==> config.mk <==
export PLATFORM = sky130hd
export DESIGN_NAME = arb_mux
export DESIGN_NICKNAME = d
export VERILOG_FILES = /design/src/rtl/arb_mux_pkg.sv /design/src/rtl/arb_mux_rr_arbiter.sv /design/src/rtl/arb_mux.sv
export SDC_FILE = /design/constraint.sdc
export NUM_CORES = 1
export LEC_CHECK = 0
export CAP_MARGIN = 20
export CORE_MARGIN = 3
export CORE_UTILIZATION = 35
export DETAILED_ROUTE_END_ITERATION = 10
export DONT_BUFFER_PORTS = 1
export MAX_ROUTING_LAYER = met4
export REMOVE_ABC_BUFFERS = 1
export SLEW_MARGIN = 20
export SYNTH_ARGS = -nofsm -noshare
export SYNTH_HDL_FRONTEND = slang
export SYNTH_SLANG_ARGS = --single-unit
==> constraint.sdc <==
create_clock -name clk -period 3.3 [get_ports clk]
set_clock_uncertainty 0.1 [all_clocks]
set_input_delay 0.99 -clock clk [delete_from_list [all_inputs] [get_ports clk]]
set_output_delay 0.99 -clock clk [all_outputs]
set_load 0.03 [all_outputs]
==> src/rtl/arb_mux_pkg.sv <==
`default_nettype none
// ============================================================================
//  Module      : arb_mux_pkg
//  Description : Shared defaults and the ceil-log2 helper used to size the
//                channel index of the arbitrated multiplexer.
//  Revision    : 1.0 - initial release
// ============================================================================
package arb_mux_pkg;

  localparam int DEFAULT_BITWIDTH   = 8;
  localparam int DEFAULT_NUM_INPUTS = 4;

  // Smallest r such that 2**r >= value (value >= 2 in practice).
  function automatic int clog2(input int value);
    int r;
    r = 0;
    while ((1 << r) < value) r++;
    return r;
  endfunction

endpackage
`default_nettype wire

==> src/rtl/arb_mux_rr_arbiter.sv <==
`default_nettype none
// ============================================================================
//  Module      : rr_arbiter
//  Description : Combinational round-robin grant. Searches upward from ptr,
//                wrapping at NUM_INPUTS-1; a held lock restricts the grant
//                to lock_idx only.
//  Revision    : 1.0 - initial release
// ============================================================================
module rr_arbiter #(
  parameter int NUM_INPUTS = 4,
  parameter int SEL_W      = 2
) (
  input  logic [NUM_INPUTS-1:0] req,
  input  logic [SEL_W-1:0]      ptr,
  input  logic                  lock,
  input  logic [SEL_W-1:0]      lock_idx,
  output logic [NUM_INPUTS-1:0] grant,
  output logic [SEL_W-1:0]      grant_idx,
  output logic                  grant_valid
);

  int               idx;
  logic [SEL_W-1:0] idx_s;

  // Pick the first requester at or after ptr; the loop runs downward so the
  // closest candidate is the last one written and therefore wins.
  always_comb begin
    grant       = '0;
    grant_idx   = '0;
    grant_valid = 1'b0;
    idx         = 0;
    idx_s       = '0;
    if (lock) begin
      if (req[lock_idx]) begin
        grant_idx   = lock_idx;
        grant_valid = 1'b1;
      end
    end else begin
      for (int k = NUM_INPUTS - 1; k >= 0; k--) begin
        idx = int'(ptr) + k;
        if (idx >= NUM_INPUTS) idx = idx - NUM_INPUTS;
        idx_s = SEL_W'(idx);
        if (req[idx_s]) begin
          grant_idx   = idx_s;
          grant_valid = 1'b1;
        end
      end
    end
    for (int i = 0; i < NUM_INPUTS; i++) begin
      grant[i] = grant_valid && (grant_idx == SEL_W'(i));
    end
  end

endmodule
`default_nettype wire

==> src/rtl/arb_mux.sv <==
`default_nettype none
// ============================================================================
//  Module      : arb_mux
//  Description : Round-robin N:1 stream multiplexer with a one-deep registered
//                output stage. Optional packet locking is enabled by defining
//                the macro ARB_MUX_LOCK_EN (adds in_last/out_last).
//  Revision    : 1.0 - initial release
// ============================================================================
module arb_mux
  import arb_mux_pkg::*;
#(
  parameter int BITWIDTH   = DEFAULT_BITWIDTH,
  parameter int NUM_INPUTS = DEFAULT_NUM_INPUTS,
  parameter int SEL_W      = clog2(NUM_INPUTS)
) (
  input  logic                           clk,
  input  logic                           rst,
  input  logic [NUM_INPUTS*BITWIDTH-1:0] in_data,
  input  logic [NUM_INPUTS-1:0]          in_valid,
  output logic [NUM_INPUTS-1:0]          in_ready,
`ifdef ARB_MUX_LOCK_EN
  input  logic [NUM_INPUTS-1:0]          in_last,
  output logic                           out_last,
`endif
  output logic [BITWIDTH-1:0]            out_data,
  output logic                           out_valid,
  input  logic                           out_ready,
  output logic [SEL_W-1:0]               out_sel
);

  logic                  load;
  logic                  xfer;
  logic [SEL_W-1:0]      ptr;
  logic                  lock;
  logic [SEL_W-1:0]      lock_idx;
  logic                  beat_last;
  logic [NUM_INPUTS-1:0] grant;
  logic [SEL_W-1:0]      grant_idx;
  logic                  grant_valid;
  logic [SEL_W-1:0]      ptr_next;

  // Output register may take a new beat when empty or being drained.
  assign load     = !out_valid || out_ready;
  assign in_ready = (load && !rst) ? grant : '0;
  assign xfer     = load && !rst && grant_valid;
  assign ptr_next = (grant_idx == SEL_W'(NUM_INPUTS - 1)) ? '0 : grant_idx + 1'b1;

`ifdef ARB_MUX_LOCK_EN
  assign beat_last = in_last[grant_idx];

  // Lock tracks an open packet; it is set by a non-final beat and cleared by the final one.
  always_ff @(posedge clk) begin
    if (rst) begin
      lock     <= 1'b0;
      lock_idx <= '0;
      out_last <= 1'b0;
    end else if (xfer) begin
      lock     <= !beat_last;
      lock_idx <= grant_idx;
      out_last <= beat_last;
    end
  end
`else
  // Without packet locking every beat is its own packet.
  assign beat_last = 1'b1;
  assign lock      = 1'b0;
  assign lock_idx  = '0;
`endif

  rr_arbiter #(
    .NUM_INPUTS (NUM_INPUTS),
    .SEL_W      (SEL_W)
  ) u_rr_arbiter (
    .req         (in_valid),
    .ptr         (ptr),
    .lock        (lock),
    .lock_idx    (lock_idx),
    .grant       (grant),
    .grant_idx   (grant_idx),
    .grant_valid (grant_valid)
  );

  // Output stage and round-robin pointer; ptr moves past a channel only when its packet ends.
  always_ff @(posedge clk) begin
    if (rst) begin
      out_valid <= 1'b0;
      out_data  <= '0;
      out_sel   <= '0;
      ptr       <= '0;
    end else if (xfer) begin
      out_valid <= 1'b1;
      out_data  <= in_data[grant_idx*BITWIDTH +: BITWIDTH];
      out_sel   <= grant_idx;
      if (beat_last) ptr <= ptr_next;
    end else if (out_ready) begin
      out_valid <= 1'b0;
    end
  end

endmodule
`default_nettype wire

==> flow_metrics.env, run 1 <==
export IMPL_holdCritStartpoint="ptr[0]"
export IMPL_htreeDepth=1
export IMPL_clock_path_buffers=2
export IMPL_worst_pin_slew_ns=0.646
export IMPL_async_flop_share_pct=0
export IMPL_die_area_um2=3410
export IMPL_rr_startpoint="ptr[1]"
export IMPL_syn_area_um2=960
export IMPL_syn_avg_cell_area_um2=9.32
export IMPL_vias_per_cell=5.78
export IMPL_postCtsHoldBufs=0
export IMPL_min_period_ns=3.17
export IMPL_yosysTopAreaCell="dfxtp_1"
export IMPL_fin_util_pct=44.4
export IMPL_ios=54
export IMPL_grt_util_all_layers_pct=16.5
export IMPL_routed_wl_mm=2.60
export IMPL_synthCells=103
export IMPL_tritoncts="done"
export IMPL_drc_errors=0
export IMPL_drtIter0Drc=12
export IMPL_timing_fmax_mhz=315
export IMPL_grt_util_met1_pct=19.7
export IMPL_layout_nets=159
export IMPL_nFillCells=256
export IMPL_cts_root_buf="clkbuf_4"
export IMPL_place_congestion=0.764
export IMPL_ys_seq_elements=13
export IMPL_yosys_warnings=0
export IMPL_cts_buffers=3
export IMPL_grt_pass1_wl_mm=4.17
export IMPL_dpl_cell_area_um2=1070
export IMPL_initial_utilization_pct=37.7
export IMPL_grt_ovfl_total=0
export IMPL_clk_pin_slew_ns=0.08
export IMPL_cts_num_sinks=13
export IMPL_slew_violations=0
export IMPL_crit_fanout=12
export IMPL_first_pass_iters=4
export IMPL_worstPathArrival_ns=2.08
export IMPL_die_h_um=58.4
export IMPL_core_area_um2=2540
export IMPL_peakVddDrop_uv=244
export IMPL_tns_ns=0
export IMPL_grt_pass1_vias=890
export IMPL_dp_final_hpwl_mm=2.01
export IMPL_grt_setup_unrepaired="false"
export IMPL_portBuffers=0
export IMPL_core_rowCount=18
export IMPL_finalInstanceArea_um2=1130
export IMPL_insertion_delay_ns=0.27
export IMPL_num_vias=855
export IMPL_hold_viol=0
export IMPL_grt_max_degree=17
export IMPL_p_per_area_nw_per_um2=546
export IMPL_maxCapViolations=0
export IMPL_path_class="in2out"
export IMPL_area_delta_synth_final_pct=17.9
export IMPL_register_area_um2=260
export IMPL_hold_depth=2
export IMPL_hold_worst_slack_ns=0.408
export IMPL_post_route_period_util_pct=96.2
export IMPL_setup_violations=0
export IMPL_slew_headroom_pct=56.8
export IMPL_fp_dieW_um=58.4
export IMPL_reg2reg_slack_ns=1.38
export IMPL_hold_path_end="ptr[0]"
export IMPL_antenna_cells=0
export IMPL_status="finished, final reports clean"
export IMPL_ant_nets=0
export IMPL_layout_common_cells="16 x nor3b_1, 16 x buf_4, 13 x dfxtp_1"
export IMPL_hold_class="reg2reg"
export IMPL_antenna_found_initial=0
export IMPL_drive_gt1_share_pct=35.6
export IMPL_avgRoutedWirePerCell_um=17.6
export IMPL_synth_edf_count=0
export IMPL_yosysSeqAreaShare_pct=27.1
export IMPL_cp_start_kind="primary input"
export IMPL_power_w=0.000617
export IMPL_grt_busiest_layer="met2"
export IMPL_synth_main_ff_cell="dfxtp_1"
export IMPL_r2r_cells=8
export IMPL_gr_usage_met3_pct=1.54
export IMPL_synth_area_leaders="dfxtp_1 27%, nor3b_1 13%, a211oi_1 7.8%"
export IMPL_regToRegEndpoint="out_data[7]"
export IMPL_end_kind="primary output"
export IMPL_met2_usage_pct=28.5
export IMPL_multi_input_area_um2=639
export IMPL_p_leak_nw=0.413
export IMPL_synth_top_cell_area_share_pct=27.1
export IMPL_yosysUniqueCellTypes=29
export IMPL_critPathRequiredTime_ns=2.21
## worst max path at each step
stage	end	from	slack, ns
after detailed placement	in_ready[3]	in_valid[2]	0.04
final	in_ready[0]	in_valid[1]	0.13
after global routing	in_ready[3]	in_valid[2]	0.02
after floorplan	in_ready[3]	in_valid[0]	-0.60
after global placement	in_ready[3]	in_valid[2]	0.10
after CTS	in_ready[3]	in_valid[2]	0.04
## worst max-delay path, cell delays in order
cell and delay, ns:
nor2_2 0.20, a2111oi_4 0.08, nor2_2 0.17, clkinv_2 0.11
buf_12 0.15, nor3_1 0.18, buf_4 0.20
## registers in the layout, indices dropped and copies added, names as in the netlist
register   cells
ptr            2
out_data       8
out_sel        2
out_valid      1
## power by group
group,switching (W),total [W],internal [W]
sequential,0.0000687,0.000253,0.000185
clock,0.0000533,0.000100,0.0000468
combinational,0.000138,0.000264,0.000126
total,0.000260,0.000617,0.000357
## layer usage
metal  wire length, µm  part of all wire (%)
met5                 0                     0
met4                23                  0.88
met3               132                   5.1
met2              1370                    53
met1              1080                    41
## cell type report
type	instances	share of cell area, %
clock buffers	4	2.32
inverters	4	1.44
multi-input cells	79	56.5
flip-flops and latches	13	23.0
well taps	30	3.32
repair buffers	18	13.4
## cell usage after synthesis (2+ instances only)
master and count:
nor3b_1 16, dfxtp_1 13, a211oi_1 10, nand2_1 9, a211oi_2 6, nor2_1 6, o31ai_1 4, o31ai_2 4
buf_6 3, mux2i_1 3, nand2b_1 3, nor2b_1 3, nor3_1 3, a21oi_1 2, buf_2 2, inv_1 2
nor2_2 2
## per-stage QoR
step / setup slack (ns) / cells
2_1_floorplan: -0.602 / 96
3_3_place_gp: 0.104 / 142
3_5_place_dp: 0.0405 / 142
4_1_cts: 0.0392 / 146
5_1_grt: 0.0173 / 148
6_report: 0.125 / 148
## cells by family after synthesis
group / synth area share, %
muxes: 3.13
AOI/OAI and AO/OA: 30.8
buffers and inverters: 7.43
adders and majority gates: 1.30
and+or+nand+nor: 30.2
DFF: 27.1
## repair_timing
item | CTS | global route
gates resized for setup | 0 | 5
endpoints found under the setup margin | 0 | 2
setup buffers | 0 | 2
(Power assumes the default switching activity.)
==> inputs of run 2 (changes only) <==
--- a/config.mk
+++ b/config.mk
@@ -6,8 +6,10 @@
 export NUM_CORES = 1
 export LEC_CHECK = 0
 export CAP_MARGIN = 20
-export CORE_MARGIN = 3
+export CORE_ASPECT_RATIO = 0.9
+export CORE_MARGIN = 5
 export CORE_UTILIZATION = 35
+export CTS_CLUSTER_DIAMETER = 150
 export DETAILED_ROUTE_END_ITERATION = 10
 export DONT_BUFFER_PORTS = 1
 export MAX_ROUTING_LAYER = met4
==> run 2 against run 1 <==
- global-route usage down 2.0 points
- die area up 14%
- critical path depth did not move
- clock power down 5%
- worst hold slack worse by 0.013 ns
- sequential share of layout area increased by 0.36 points
- non-clock buffer count is 2 lower
- combinational power fell by 2%
- flip-flop and latch count stayed put
- largest power group unchanged
- design area is 1.5% lower
==> flow_metrics.env, run 2 (synthesized netlist as in run 1, its figures left out) <==
export IMPL_grt_util_all_layers_pct=14.4
export IMPL_cp_start_kind="primary input"
export IMPL_slowest_stage="o32ai_4"
export IMPL_crit_path_cell_trace="nand2_1 > and3_4 > o32ai_4 > inv_2 > buf_4 > nor3_1 > buf_4"
export IMPL_avgRoutedWirePerCell_um=17.6
export IMPL_min_period_ns=3.21
export IMPL_regToRegEndpoint="out_data[1]"
export IMPL_worst_pin_slew_ns=0.654
export IMPL_end_kind="primary output"
export IMPL_initial_utilization_pct=35.8
export IMPL_vias_per_cell=5.81
export IMPL_p_per_area_nw_per_um2=547
export IMPL_hold_depth=2
export IMPL_num_vias=848
export IMPL_antenna_cells=0
export IMPL_antenna_found_initial=0
export IMPL_clk_pin_slew_ns=0.08
export IMPL_postCtsHoldBufs=0
export IMPL_core_rowCount=18
export IMPL_ios=54
export IMPL_cts_buffers=3
export IMPL_ant_nets=0
export IMPL_path_class="in2out"
export IMPL_drc_errors=0
export IMPL_grt_pass1_vias=949
export IMPL_portBuffers=0
export IMPL_timing_fmax_mhz=312
export IMPL_fp_dieW_um=65.2
export IMPL_drtIter0Drc=12
export IMPL_crit_family="buffers and inverters"
export IMPL_first_pass_iters=4
export IMPL_tritoncts="done"
export IMPL_grt_ovfl_total=0
export IMPL_reg2reg_slack_ns=1.40
export IMPL_setup_slack_ns=0.0950
export IMPL_clock_path_buffers=2
export IMPL_die_area_um2=3890
export IMPL_dp_final_hpwl_mm=2.08
export IMPL_worstPathArrival_ns=2.12
export IMPL_status="finished, final reports clean"
export IMPL_slowest_delay_ns=0.28
export IMPL_cts_num_sinks=13
export IMPL_routed_wl_mm=2.58
export IMPL_p_leak_nw=0.404
export IMPL_path_buf_inv=3
export IMPL_core_area_um2=2680
export IMPL_power_w=0.000609
export IMPL_area_delta_synth_final_pct=16.0
export IMPL_reg_largest_list="out_data x8, out_sel x2, ptr x2"
export IMPL_setup_violations=0
export IMPL_slew_headroom_pct=56.3
export IMPL_hold_viol=0
export IMPL_layout_nets=157
export IMPL_die_h_um=59.7
export IMPL_crit_fanout=5
export IMPL_slew_violations=0
export IMPL_cts_root_buf="clkbuf_4"
export IMPL_cp_common_cell="buf_4"
export IMPL_nFillCells=275
export IMPL_post_route_period_util_pct=97.1
export IMPL_grt_setup_unrepaired="true"
export IMPL_critPathRequiredTime_ns=2.21
export IMPL_hold_class="reg2reg"
export IMPL_holdCritStartpoint="ptr[0]"
export IMPL_largest_register_ff_count=8
export IMPL_largest_register="out_data"
export IMPL_rr_startpoint="out_valid"
export IMPL_r2r_cells=6
export IMPL_place_ws_ns=0.0617
export IMPL_grt_max_degree=17
export IMPL_htreeDepth=1
export IMPL_grt_pass1_wl_mm=4.21
export IMPL_insertion_delay_ns=0.26
export IMPL_place_congestion=0.777
export IMPL_maxCapViolations=0
export IMPL_hold_path_end="ptr[0]"
export IMPL_peakVddDrop_uv=198
export IMPL_final_common_cell="nor3b_1"
export IMPL_drive_gt1_share_pct=32.8
export IMPL_layout_common_cells="16 x nor3b_1, 15 x buf_4, 13 x dfxtp_1"
-- run 2: changes by cell type in the layout (fill, tap and decap cells not counted) --
| cell | before | now |
|---|---|---|
| buf_6 | 1 | 0 |
| nor2_2 | 3 | 1 |
| and2b_2 | 1 | 0 |
| buf_4 | 16 | 15 |
| and2b_1 | 0 | 1 |
| nor2_4 | 0 | 1 |
| nor2_1 | 5 | 6 |
-- run 2: worst register-to-register path, cell delays in order, from the launching register on --
cell and delay [ns]:
dfxtp_1 0.52, nand2b_1 0.12, nor2b_1 0.16, buf_4 0.18, nor2_1 0.50, nand2_1 0.14, o31ai_2 0.09
-- run 2: area by class of cell --
cell class                 count  area (µm²)  area share (%)
clock buffer                   4        26.3            2.36
timing repair buffer          16         133            11.9
tap                           30        37.5            3.37
sequential                    13         260            23.4
inverter                       4        16.3            1.46
multi-input combinational     79         641            57.5
-- run 2: metrics by stage --
step | TNS, ns | hold WS (ns) | cell area (µm²) | utilization [%] | instances
floorplan | -1.75 | 0.349 | 905 | - | 96
global placement | 0 | 0.376 | 1070 | 39.8 | 141
detailed placement | 0 | 0.376 | 1070 | 39.8 | 141
CTS | 0 | 0.388 | 1090 | 40.8 | 145
global route | -0.00393 | 0.433 | 1110 | 41.6 | 146
finish | 0 | 0.394 | 1110 | 41.6 | 146
-- run 2: repair_timing --
action / in CTS / in global routing
gates resized for setup: 0 / 3
buffers inserted: 0 / 1
endpoints found under the setup margin: 0 / 3
-- run 2: how the worst max path moves through the flow --
stage                start          end  slack [ns]  depth (start not counted)
3_5_place_dp   in_valid[2]  in_ready[3]        0.06                          8
6_report       in_valid[0]  in_ready[1]        0.09                          7
5_1_grt        in_valid[0]  in_ready[3]      -0.004                          8
2_1_floorplan  in_valid[0]  in_ready[3]       -0.60                          7
4_1_cts        in_valid[2]  in_ready[3]        0.06                          8
3_3_place_gp   in_valid[2]  in_ready[3]        0.09                          8
-- run 2: metal layers --
metal  GRT usage (%)  share of wire (%)
met1            16.1                 41
met2            26.4                 52
met3            1.88                5.4
met4            5.33                1.2
met5               -                  0
-- run 2: power breakdown --
group | internal, W | switching, W
registers | 0.000185 | 0.0000693
clock network | 0.0000467 | 0.0000483
logic | 0.000122 | 0.000138
